===== src/rtl/fetch_unit.sv =====
// Instruction-fetch stage: owns the PC, fetches over imem req/ack, holds the word for decode.
// Optional build macro FETCH_PERF_CNT_EN adds fetch-handshake and fetch-wait counters.

`ifndef NOJUMP
`define NOJUMP 4'b0000
`endif
`ifndef BR_BEQ
`define BR_BEQ 4'b0001
`endif
`ifndef BR_J
`define BR_J   4'b0010
`endif

module fetch_unit #(
  parameter int unsigned             ADDR_WIDTH = 32,
  parameter logic [ADDR_WIDTH-1:0]   RESET_PC   = 32'h0000_3000
) (
  input  logic                  clk,
  input  logic                  rst_n,
  output logic                  imem_req,
  output logic [ADDR_WIDTH-1:0] imem_addr,
  input  logic                  imem_ack,
  input  logic [31:0]           imem_rdata,
  output logic [31:0]           instr,
  output logic                  instr_valid,
  input  logic                  instr_ready,
  output logic [ADDR_WIDTH-1:0] pc_out,
  output logic [ADDR_WIDTH-1:0] pc_plus4,
  input  logic [3:0]            cb,
  input  logic                  alu_zero
`ifdef FETCH_PERF_CNT_EN
  ,
  output logic [31:0]           perf_fetch_cnt,
  output logic [31:0]           perf_wait_cnt
`endif
);

  localparam logic [ADDR_WIDTH-1:0] PC_STEP = ADDR_WIDTH'(4);

  typedef enum logic [1:0] {
    IDLE  = 2'b00,
    FETCH = 2'b01,
    HOLD  = 2'b10
  } state_t;

  state_t                  state;
  state_t                  state_nxt;
  logic [ADDR_WIDTH-1:0]   pc;
  logic [ADDR_WIDTH-1:0]   pc_nxt;
  logic [31:0]             ir;
  logic                    req_q;
  logic                    fetch_done;
  logic                    consume;

  // Branch target: word offset from the immediate, sign-extended and scaled to bytes.
  function automatic logic [ADDR_WIDTH-1:0] branch_target(
    input logic [ADDR_WIDTH-1:0] base,
    input logic [15:0]           imm
  );
    logic signed [ADDR_WIDTH-1:0] offset;
    offset = {{(ADDR_WIDTH-18){imm[15]}}, imm, 2'b00};
    return base + $unsigned(offset);
  endfunction

  // Absolute jump keeps the upper region bits of the sequential address.
  function automatic logic [ADDR_WIDTH-1:0] jump_target(
    input logic [ADDR_WIDTH-1:0] base,
    input logic [25:0]           idx
  );
    return {base[ADDR_WIDTH-1:28], idx, 2'b00};
  endfunction

  function automatic logic [ADDR_WIDTH-1:0] next_pc(
    input logic [ADDR_WIDTH-1:0] seq,
    input logic [25:0]           ir_lo,
    input logic [3:0]            code,
    input logic                  zero
  );
    logic [ADDR_WIDTH-1:0] npc;
    npc = seq;
    if (code == `BR_BEQ && zero) begin
      npc = branch_target(seq, ir_lo[15:0]);
    end else if (code == `BR_J) begin
      npc = jump_target(seq, ir_lo);
    end
    return npc;
  endfunction

  assign fetch_done = (state == FETCH) && imem_ack;
  assign consume    = (state == HOLD) && instr_ready;
  assign pc_plus4   = pc + PC_STEP;
  assign pc_nxt     = next_pc(pc_plus4, ir[25:0], cb, alu_zero);

  always_comb begin
    state_nxt = state;
    case (state)
      IDLE:    state_nxt = FETCH;
      FETCH:   if (imem_ack)    state_nxt = HOLD;
      HOLD:    if (instr_ready) state_nxt = FETCH;
      default: state_nxt = IDLE;
    endcase
  end

  always_ff @(posedge clk or negedge rst_n) begin
    if (!rst_n) begin
      state <= IDLE;
      req_q <= 1'b0;
    end else begin
      state <= state_nxt;
      req_q <= (state_nxt == FETCH);
    end
  end

  always_ff @(posedge clk or negedge rst_n) begin
    if (!rst_n) begin
      pc <= RESET_PC;
      ir <= 32'h0;
    end else begin
      if (consume)    pc <= pc_nxt;
      if (fetch_done) ir <= imem_rdata;
    end
  end

  assign imem_req    = req_q;
  assign imem_addr   = pc;
  assign instr       = ir;
  assign instr_valid = (state == HOLD);
  assign pc_out      = pc;

`ifdef FETCH_PERF_CNT_EN
  logic [31:0] fetch_cnt;
  logic [31:0] wait_cnt;

  always_ff @(posedge clk or negedge rst_n) begin
    if (!rst_n) begin
      fetch_cnt <= 32'h0;
      wait_cnt  <= 32'h0;
    end else begin
      if (consume)                         fetch_cnt <= fetch_cnt + 32'd1;
      if ((state == FETCH) && !imem_ack)   wait_cnt  <= wait_cnt + 32'd1;
    end
  end

  assign perf_fetch_cnt = fetch_cnt;
  assign perf_wait_cnt  = wait_cnt;
`endif

endmodule

===== config.mk =====
export PLATFORM = sky130hd
export DESIGN_NAME = fetch_unit
export DESIGN_NICKNAME = d
export VERILOG_FILES = /design/src/rtl/fetch_unit.sv
export SDC_FILE = /design/constraint.sdc
export NUM_CORES = 1
export LEC_CHECK = 0
export CAP_MARGIN = 20
export CORE_AREA = 2 2 124 102
export CTS_CLUSTER_DIAMETER = 200
export DETAILED_ROUTE_END_ITERATION = 12
export DIE_AREA = 0 0 126 104
export GPL_TIMING_DRIVEN = 0
export PLACE_DENSITY = 0.8
export SLEW_MARGIN = 20
export SYNTH_ARGS = -nofsm -noshare
export SYNTH_HDL_FRONTEND = slang
export SYNTH_SLANG_ARGS = --single-unit

===== constraint.sdc =====
create_clock -name clk -period 4.2 [get_ports clk]
set_input_delay 1.26 -clock clk [delete_from_list [all_inputs] [get_ports clk]]
set_output_delay 1.26 -clock clk [all_outputs]
set_load 0.05 [all_outputs]

# Word-level counts from Yosys, hierarchy flattened
# Cells that the tools add are included.
# op_classes
n_reduce_logical,4
eq_ne,5
add_sub_neg,2
mux,5
# op_table
operator,count
$add 32x3->32 const B,1
$add 32x32->32,1
$mux 32,1
$mux 28,1
$pmux 2 s3,1
$eq 2x1->1 const B,2
$eq 4x1->1 const B,1
$eq 4x2->1 const B,1
$mux 2,2
$logic_and 1x1->1,3
$eq 2x2->1 const B,1
$logic_not 2->1,1
# totals
in_bits,41
elab_cells,20
ff_bits,67
output_inout_bits,130

# Longest topological paths before layout
# logic_depth
word_depth,3
depth_mapped,16
ltp_nobuf,14

# Least setup slack after synthesis
# No wires, ideal clock.
# synth_timing
path_type,register to register
from,"register pc[5], in the netlist imem_addr[5]"
to,"register pc[31], in the netlist imem_addr[31]"
arrival_time_ns,4.751
path_stages_with_launch,16
setup_time_ns,0.143
setup_slack_ns,-0.695
required_ns,4.057
path_cell_list,dfrtp_1 and4_1 clkbuf_1 nand4_1 nor3_2 nand2_1 xnor2_1 ha_1 buf_2 and4_1 a221oi_1 a31oi_1 or4_4 a31oi_1 o21ai_2 xnor2_1
# synth_via
elab_chain_cells,3
# synth_rtl
element,line,rtl
from (decl),48,logic [ADDR_WIDTH-1:0] pc;
from (signal assigned),119,if (consume) pc <= pc_nxt;
$add 32x3->32,91,assign pc_plus4 = pc + PC_STEP;
net pc_plus4[26],28,"output logic [ADDR_WIDTH-1:0] pc_plus4,"
$add 32x32->32,62,return base + $unsigned(offset);
$mux 32,81,if (code == `BR_BEQ && zero) begin
# The timed path passes the listed nets, and every way through them passes these cells.
# A chain may end at the register's enable or synchronous reset.

# Worst setup path in the final report
# layout_timing
from,"register pc[12], in the netlist imem_addr[12]"
to,"register pc[31], in the netlist imem_addr[31]"
# layout_via
elab_chain_cells,3
# layout_rtl
element,line
$add 32x3->32 (*),91
$add 32x32->32,62
$mux 32 (*),81
# Mark *: on every way between the ends. The rest lies on a longest branch, timed or not.

==> impl_metrics.yaml <==
grt:
  grt_pass1_wl_um: 30600
  grtUsageTotal_pct: 30.0
  grt_max_degree: 35
  grt_pass1_vias: 5408
  overflow: 0
  antenna_found_initial: 0
worst_setup_path:
  rr_worst_depth: 17
  path_class: "register to register"
  worstPathRequired_ns: 4.46
  reg2reg_setup_slack_ns: 0.13
  cp-start-kind: "register"
  critPathArrivalTime_ns: 4.33
  end_kind: "register"
  r2r_end: "imem_addr[31]"
  rr_startpoint: "imem_addr[12]"
  crit_fanout: 8
run_status:
  status: "finished, final reports clean"
timing:
  max_slew_margin_pct: 37.3
  fin_worst_skew_ns: 0.00622
  min_period_ns: 4.07
  setup_violations: 0
  hold_viol: 0
  worst_pin_slew_ns: 0.941
  drv_slew: 0
  fmax_ghz: 0.246
  fin_crit_sh_pct: 96.9
  rsz0062_at_grt: "true"
floorplan:
  num_rows: 36
  core_mm2: 0.0119
  die_w_um: 126
  die_h_um: 104
  io_pins: 171
  dieArea_mm2: 0.0131
  start_util_pct: 46.8
route:
  ant_nets: 0
  vias_per_cell: 5.79
  drc: 0
  wire_per_inst_um: 19.9
  route.vias.total: 5771
  dr.pass1.iters: 5
  totalWireLength_um: 19800
  drt-initial-drc-count: 512
clock_network:
  root_buffer: "clkbuf_16"
  insertion_delay_ns: 0.34
  postCtsHoldBufs: 0
  cts_tree: "yes"
  cts.reportedPaths.clkPinSlew_ns: 0.05
  htreeDepth: 3
  numClockSinks: 65
  cts_buffers: 9
  cts_buffer_depth: 2
place:
  gp_congestion: 1.01
  dp_hpwl_um: 15400
  io_buffers: 164
  dp_cells: 977
hold_path:
  min_from: "instr[31]"
  hold_depth: 1
  hold_class: "register to register"
  min_to: "instr[31]"
logic_synthesis:
  ys_warn_count: 0
  synth-edff-count: 0
  synth_cell_type_count: 67
  syn_avg_cell_area_um2: 8.49
  synth_seq_area_share_pct: 29.3
  synth_ff_type: "dfrtp_1"
  synth-seq-cells: 65
  async_flop_share_pct: 100
  yosysTopAreaCell: "dfrtp_1"
  synth_cells: 655
  synthTopCellsByArea: "dfrtp_1 (28%), ha_1 (8.1%), mux2_2 (6.7%), xnor2_1 (5.7%), buf_4 (4.9%)"
  synthesis.area_mm2: 0.00556
  netlist.area_leader.share_pct: 28.3
finish:
  fin_nets: 917
  drive_above_1_share_pct: 19.7
  fin_util_pct: 68.1
  syn_to_final_growth_pct: 45.6
  diodes: 0
  final_cells: 996
flow_run:
  drv_cap: 0
-- area by class of cell --
class                      count  area (um^2)
buffer                        63          388
clock buffer                  11          243
clock inverter                 5         63.8
fill                         976         3790
inverter                       8         30.0
multi-input combinational    522         3870
sequential                    65         1640
tap                          152          190
timing repair buffer         170         1680
-- layout by cell type, fill, tap and decap left out, drive strengths merged, types with 18 or more instances in the layout --
cell type        n
a21oi           42
buf             50
clkbuf          34
clkdlybuf4s50  146
dfrtp           63
ha              36
mux2            33
nand2           67
nand3           18
nor2            61
nor3            19
o21ai           53
xnor2           36
-- how the worst max path moves through the flow --
| stage | start | end | slack (ns) | depth (start not counted) |
|---|---|---|---|---|
| global placement | rst_n | imem_addr[17] | -0.58 | 1 |
| detailed placement | imem_addr[8] | imem_addr[31] | -0.27 | 16 |
| finish | imem_addr[12] | imem_addr[31] | 0.13 | 17 |
| floorplan | imem_addr[12] | imem_addr[31] | 0.006 | 16 |
| global route | imem_addr[4] | imem_addr[31] | -0.12 | 15 |
| CTS | imem_addr[8] | pc_plus4[14] | 0.01 | 6 |
-- layer usage --
layer  part of all wire [%]  up-vias  GRT usage (%)
li1                       -     2703              -
met1                     45     2703           45.3
met5                      0        -              0
met3                     12       23           8.69
met4                    1.6        0           7.93
met2                     41      342           41.6
-- worst max-delay path, cell delays in order, from the launching register on --
cell	delay, ns
dfstp_2	0.54
clkbuf_8	0.15
and4_1	0.22
nand4_1	0.11
buf_4	0.19
nor2_4	0.17
nand2_1	0.18
xnor2_4	0.17
ha_1	0.28
buf_2	0.18
a21oi_2	0.23
o21bai_1	0.09
a21oi_1	0.28
a31oi_1	0.20
or4_4	0.54
and4_4	0.20
o21ai_2	0.12
xnor2_1	0.13
-- timing repair --
action / in CTS / in global routing
gates resized for setup: 25 / 15
pin swaps: 2 / 1
endpoints found under the setup margin: 16 / 14
buffers inserted: 5 / 0
-- cell families after synthesis --
family,synth area share [%]
simple gates,19.4
compound gates,20.3
buf+inv,7.47
flops,29.3
xor+xnor,8.19
fa+ha+maj,8.46
mux,6.86
other cells,0.0674
-- through the flow --
stage | setup slack [ns] | hold slack [ns] | cell area, um^2 | TNS (ns)
final | 0.131 | 0.501 | 8100 | 0
after CTS | 0.0129 | 0.506 | 8090 | 0
after global routing | -0.115 | 0.527 | 8100 | -0.115
after detailed placement | -0.266 | 0.493 | 7730 | -0.782
after floorplan | 0.00615 | 0.468 | 5880 | 0
after global placement | -0.578 | 0.490 | 7710 | -22.83
-- cell usage after synthesis, types with 4 or more instances --
| master | n |
|---|---|
| a21o_1 | 10 |
| a21oi_1 | 40 |
| a22oi_1 | 4 |
| a31oi_1 | 15 |
| and3_1 | 6 |
| and4_1 | 4 |
| buf_2 | 5 |
| buf_4 | 36 |
| clkbuf_1 | 22 |
| dfrtp_1 | 63 |
| ha_1 | 36 |
| inv_1 | 8 |
| mux2_2 | 33 |
| nand2_1 | 67 |
| nand2b_1 | 7 |
| nand3_1 | 18 |
| nand4_1 | 13 |
| nor2_1 | 61 |
| nor2b_1 | 8 |
| nor3_1 | 17 |
| o211ai_1 | 9 |
| o21ai_0 | 50 |
| o221ai_1 | 7 |
| or3_1 | 4 |
| xnor2_1 | 36 |
| xor2_1 | 16 |
-- sequential cells by signal, summed over array words and instances (netlist names) --
signal and flops:
imem_addr 30, instr 32, imem_req 1, state 2
Power is left out: the tool's default activity adds up to more than one toggle a clock period on the data nets, which glitch-free logic cannot reach.
==> RTL edit 1: new RTL, config.mk and constraints unchanged <==
The 3 states of `state_t` get a one-hot encoding in 3 bits.
--- a/src/rtl/fetch_unit.sv
+++ b/src/rtl/fetch_unit.sv
@@ -37,10 +37,10 @@
 
   localparam logic [ADDR_WIDTH-1:0] PC_STEP = ADDR_WIDTH'(4);
 
-  typedef enum logic [1:0] {
-    IDLE  = 2'b00,
-    FETCH = 2'b01,
-    HOLD  = 2'b10
+  typedef enum logic [2:0] {
+    IDLE  = 3'b001,
+    FETCH = 3'b010,
+    HOLD  = 3'b100
   } state_t;
 
   state_t                  state;
Behaviour: no difference found for any inputs over 4 cycles, from zero or initial values and one cycle with rst_n low; so few cycles prove little.
==> RTL edit 1 against the original RTL <==
  * Sequential share of layout area up 0.94 points
  * Count of clock-buffer cells in the layout shrank 1
  * Synthesized area fell by 1.6%
  * Fmax is 1.3% lower
  * Global-route usage decreased by 0.13 points
  * Design area shrank 3.0%
  * Clock skew rose by 0.0031 ns
  * Sequential cell count is 1 higher
  * Routed wire length fell by 0.68%
  * Worst setup slack worse by 0.056 ns
  * Cell count decreased by 1.8%
  * Core utilization is 2.0 points lower
  * Critical endpoint is now pc_plus4[18]
  * Largest cell class unchanged
==> RTL edit 1: results (changes against the original RTL) <==
* Met3 wire len at 1.68 mm (was 2.30 mm)
* Average routed wire per standard cell at 20.1 um (was 19.9 um)
* Total Routing Usage GR at 0.298 (was 0.300)
* Post-DP HPWL at 14.6 mm (was 15.4 mm)
* First-pass GRT wire length at 31.0 mm (was 30.6 mm)
* Wl on met1 at 8.54 mm (was 8.98 mm)
* Synth Area in Compound Gates at 0.190 (was 0.203)
* Non-Filler Instances at 978 (was 996)
* DRT iter0 DRCs at 437 (was 512)
* Post-Synth Adder-Cell Area at 0.0859 (was 0.0846)
* Dpl ws at -0.679 ns (was -0.266 ns)
* Final nets at 899 (was 917)
* M2 GR Usage at 0.471 (was 0.416)
* DR WL met2 at 9.08 mm (was 8.18 mm)
* Outcome: complete, no violations (unchanged)
* Fin Clk Skew at 0.00927 ns (was 0.00622 ns)
* Post-synthesis mux area share at 0.0713 (was 0.0686)
* Sequential fraction of the synthesis area at 0.302 (was 0.293)
* Global placement routability congestion at 0.931 (was 1.01)
* Post-Synth XOR/XNOR Area at 0.0798 (was 0.0819)
* Slowest CP cell: clkdlybuf4s50_1 (was dfstp_2)
* Placed cell count at 960 (was 977)
* Setup bufs post-CTS at 0 (was 5)
* Worst-path fanout max at 6 (was 8)
* CP max stage delay at 0.87 ns (was 0.54 ns)
* Vias in the first global route at 5649 (was 5408)
* Worst EP arrival at 2.87 ns (was 4.33 ns)
* Max layer used: met4 (unchanged)
* Post_cts resized at 34 (was 25)
* Largest register FFs at 32 (unchanged)
* DRT Pass-1 Iters at 5 (unchanged)
* Grt met3 use at 0.0787 (was 0.0869)
* Synth cell count leaders: dfrtp_1 (63), nor2_1 (60), o21ai_0 (51), nand2_1 (49), a21oi_1 (39) (was nand2_1 (67), dfrtp_1 (63), nor2_1 (61), o21ai_0 (50), a21oi_1 (40))
* Vias per cell at 5.85 (was 5.79)
* Post-place instance area at 7480 sq um (was 7730 sq um)
* Top delay family on crit path: buffers and inverters (was simple AND/OR/NAND/NOR gates)
* Pin count of the biggest net entering global routing at 47 (was 35)
* Worst-Margin Slew at 1.05 ns (was 0.941 ns)
* Global Route met1 Usage at 0.408 (was 0.453)
* Synth area leaders: dfrtp_1 (29%), ha_1 (8.2%), mux2_2 (6.6%), buf_4 (4.9%), o21ai_0 (4.7%) (was dfrtp_1 (28%), ha_1 (8.1%), mux2_2 (6.7%), xnor2_1 (5.7%), buf_4 (4.9%))
* Comb power at 5.35 mW
* Clock latency on the worst-skew pair at 0.35 ns
* Cell variety after synth at 62 (was 67)
* Syn avg cell area at 8.58 sq um (was 8.49 sq um)
* Share of cells above drive strength 1 at 0.183 (was 0.197)
-- RTL edit 1: worst paths after layout --
check                                           from                   endpoint  slack (ns)  depth (start not counted)
hold reg to reg                instr[26]$_DFFE_PN0P_      instr[26]$_DFFE_PN0P_        0.50                          1
setup reg to reg           imem_addr[12]$_DFFE_PN1P_  imem_addr[29]$_DFFE_PN0P_        0.14                         14
setup / recovery            imem_addr[2]$_DFFE_PN0P_               pc_plus4[18]        0.07                          6
hold / removal                 instr[26]$_DFFE_PN0P_      instr[26]$_DFFE_PN0P_        0.50                          1
min in group asynchronous                      rst_n      instr[14]$_DFFE_PN0P_        0.81                          1
max in group asynchronous                      rst_n         state[0]$_DFF_PN1_        2.78                          2
-- RTL edit 1: area by class of cell --
type	instances	area [sq um]
buffer	60	368
clock buffer	10	229
timing repair buffer	168	1670
tap	152	190
fill	1001	4030
multi-input combinational	506	3620
clock inverter	6	91.3
sequential	66	1660
inverter	10	37.5
==> RTL edit 2: new RTL, config.mk and constraints unchanged <==
Without the edit above. Change the parameter `RESET_PC` from 32'h0000_3000 to 32'h00002000.
--- a/src/rtl/fetch_unit.sv
+++ b/src/rtl/fetch_unit.sv
@@ -13,7 +13,7 @@
 
 module fetch_unit #(
   parameter int unsigned             ADDR_WIDTH = 32,
-  parameter logic [ADDR_WIDTH-1:0]   RESET_PC   = 32'h0000_3000
+  parameter logic [ADDR_WIDTH-1:0]   RESET_PC   = 32'h00002000
 ) (
   input  logic                  clk,
   input  logic                  rst_n,
Behaviour: not the same (a bounded check fails within 4 cycles, from zero or initial values and one cycle with rst_n low).
==> RTL edit 2 against the original RTL <==
  * Sequential cell count is the same
  * Synthesized area is essentially flat
  * Worst setup slack lost 0.087 ns
  * Register-to-register slack gained 0.04 ns
  * Design area shrank 0.73%
  * Routed wire length shrank 2.5%
  * Largest cell class unchanged
Power is left out: the tool's default activity adds up to more than one toggle a clock period on the data nets, which glitch-free logic cannot reach.
==> RTL edit 2: results (changes against the original RTL) <==
* Outcome: complete, no violations (unchanged)
* Total Routing Usage GR at 0.289 (was 0.300)
* Final min period at 4.16 ns (was 4.07 ns)
* Flop2flop setup slack at 0.17 ns (was 0.13 ns)
* Cell variety after synth at 67 (unchanged)
* Worst-path fanout max at 7 (was 8)
* WHS Endpoint: instr[26]$_DFFE_PN0P_ (was instr[31]$_DFFE_PN0P_)
* PortBufs at 164 (unchanged)
* Origin of the critical flop-to-flop path: imem_addr[12]$_DFFE_PN0P_ (was imem_addr[12]$_DFFE_PN1P_)
* Synth cell count leaders: nand2_1 (67), dfrtp_1 (64), nor2_1 (61), o21ai_0 (50), a21oi_1 (40) (was nand2_1 (67), dfrtp_1 (63), nor2_1 (61), o21ai_0 (50), a21oi_1 (40))
* Post-synthesis async set-or-reset flop share at 1.00 (unchanged)
* Number of diodes at 0 (unchanged)
* Sequential fraction of the synthesis area at 0.293 (about the same)
* First-pass GRT wire length at 29.9 mm (was 30.6 mm)
* Fin Clk Skew at 0.0107 ns (was 0.00622 ns)
* Post-DP HPWL at 14.9 mm (was 15.4 mm)
* Pin count of the biggest net entering global routing at 35 (unchanged)
* Average routed wire per standard cell at 19.4 um (was 19.9 um)
* Hold Crit Start: instr[26]$_DFFE_PN0P_ (was instr[31]$_DFFE_PN0P_)
* Relative slew margins at 0.380 (was 0.373)
* EDFF count, synth at 0 (unchanged)
* Largest register FFs at 32 (unchanged)
* DRT Pass-1 Iters at 5 (unchanged)
* Initial antenna violation count at 0 (unchanged)
* Worst reg2reg path depth at 14 (was 17)
* Clock root cell: clkbuf_16 (unchanged)
* Worst-path clk slew at 0.05 ns (about the same)
* Fillers at 954 (was 976)
* Dpl ws at -0.0572 ns (was -0.266 ns)
* Ys Warns at 0 (unchanged)
* H-tree level count at 3 (unchanged)
* RR Endpoint: imem_addr[31]$_DFFE_PN0P_ (unchanged)
* Final global-route overflow total at 0 (unchanged)
* CP max stage delay at 0.52 ns (was 0.54 ns)
* DRT iter0 DRCs at 543 (was 512)
* Total CTS buffers at 9 (unchanged)
* Via count at 5842 (was 5771)
* Main flop type after synthesis: dfrtp_1 (unchanged)
* Synth area leaders: dfrtp_1 (29%), ha_1 (8.1%), mux2_2 (6.7%), xnor2_1 (5.7%), buf_4 (4.9%) (was dfrtp_1 (28%), ha_1 (8.1%), mux2_2 (6.7%), xnor2_1 (5.7%), buf_4 (4.9%))
* Slowest CP cell: clkdlybuf4s15_1 (was dfstp_2)
* Worst EP arrival at 2.90 ns (was 4.33 ns)
* Vias in the first global route at 5449 (was 5408)
* Final nets at 917 (unchanged)
* Worst Setup EP: pc_plus4[27] (was imem_addr[31]$_DFFE_PN0P_)
* CTS max path bufs at 2 (unchanged)
* Hold Path Depth at 1 (unchanged)
* CP startpoint: imem_addr[12]$_DFFE_PN0P_ (was imem_addr[12]$_DFFE_PN1P_)
* Min-delay worst type: reg -> reg (unchanged)
* Global placement routability congestion at 1.01 (about the same)
* Clock latency on the worst-skew pair at 0.35 ns
* Share of cells above drive strength 1 at 0.187 (was 0.197)
[RTL edit 2: through the flow]
step                      utilization  instance area [sq um]  TNS, ns  hold slack (ns)  instances
after global placement          0.642                   7640   -21.04            0.488        976
final                           0.676                   8040        0            0.503        996
after floorplan                     -                   5800        0            0.468        660
after CTS                       0.674                   8010  -0.0259            0.505        996
after detailed placement        0.644                   7660  -0.0927            0.493        977
after global routing            0.676                   8040  -0.0621            0.523        996
[RTL edit 2: cell type report]
type                            count  area [sq um]  area share
Multi-Input combinational cell    522          3780       0.470
Tap cell                          152           190      0.0236
Sequential cell                    65          1650       0.205
Clock buffer                       12           246      0.0306
Buffer                             64           384      0.0478
Timing Repair Buffer              169          1690       0.210
Inverter                            8          30.0     0.00373
Clock inverter                      4          76.3     0.00949
[RTL edit 2: worst max-delay path, delay by kind of cell, from the launching register on]
kind | cells | cell delay (ns)
xor+xnor | 1 | 0.23
flops | 1 | 0.37
simple gates | 4 | 0.99
buf+inv | 3 | 0.96
[RTL edit 2: cell families (layout without fill, tap and decap cells)]
kind of cell,after synthesis,after routing,synth area share
other,1,6,0.000674
DFF,65,65,0.293
and+or+nand+nor,221,221,0.194
buffers and inverters,73,257,0.0747
adders and majority gates,37,37,0.0846
AOI/OAI and AO/OA,172,172,0.203
muxes,34,34,0.0686
xor gates and xnor gates,52,52,0.0819
[RTL edit 2: what timing repair did]
| item | in CTS | in global routing |
|---|---|---|
| resized for setup | 15 | 15 |
| pin swaps | 1 | 2 |
| endpoints found under the hold margin | 0 | 0 |
| setup endpoints to repair | 15 | 14 |
| buffers inserted | 3 | 1 |
[RTL edit 2: routing by layer]
layer,track usage,routed length (um),vias up
li1,-,-,2702
met1,0.418,8660,2772
met2,0.417,8170,336
met3,0.0854,2120,32
met4,0.0848,325,0
met5,0,0,-
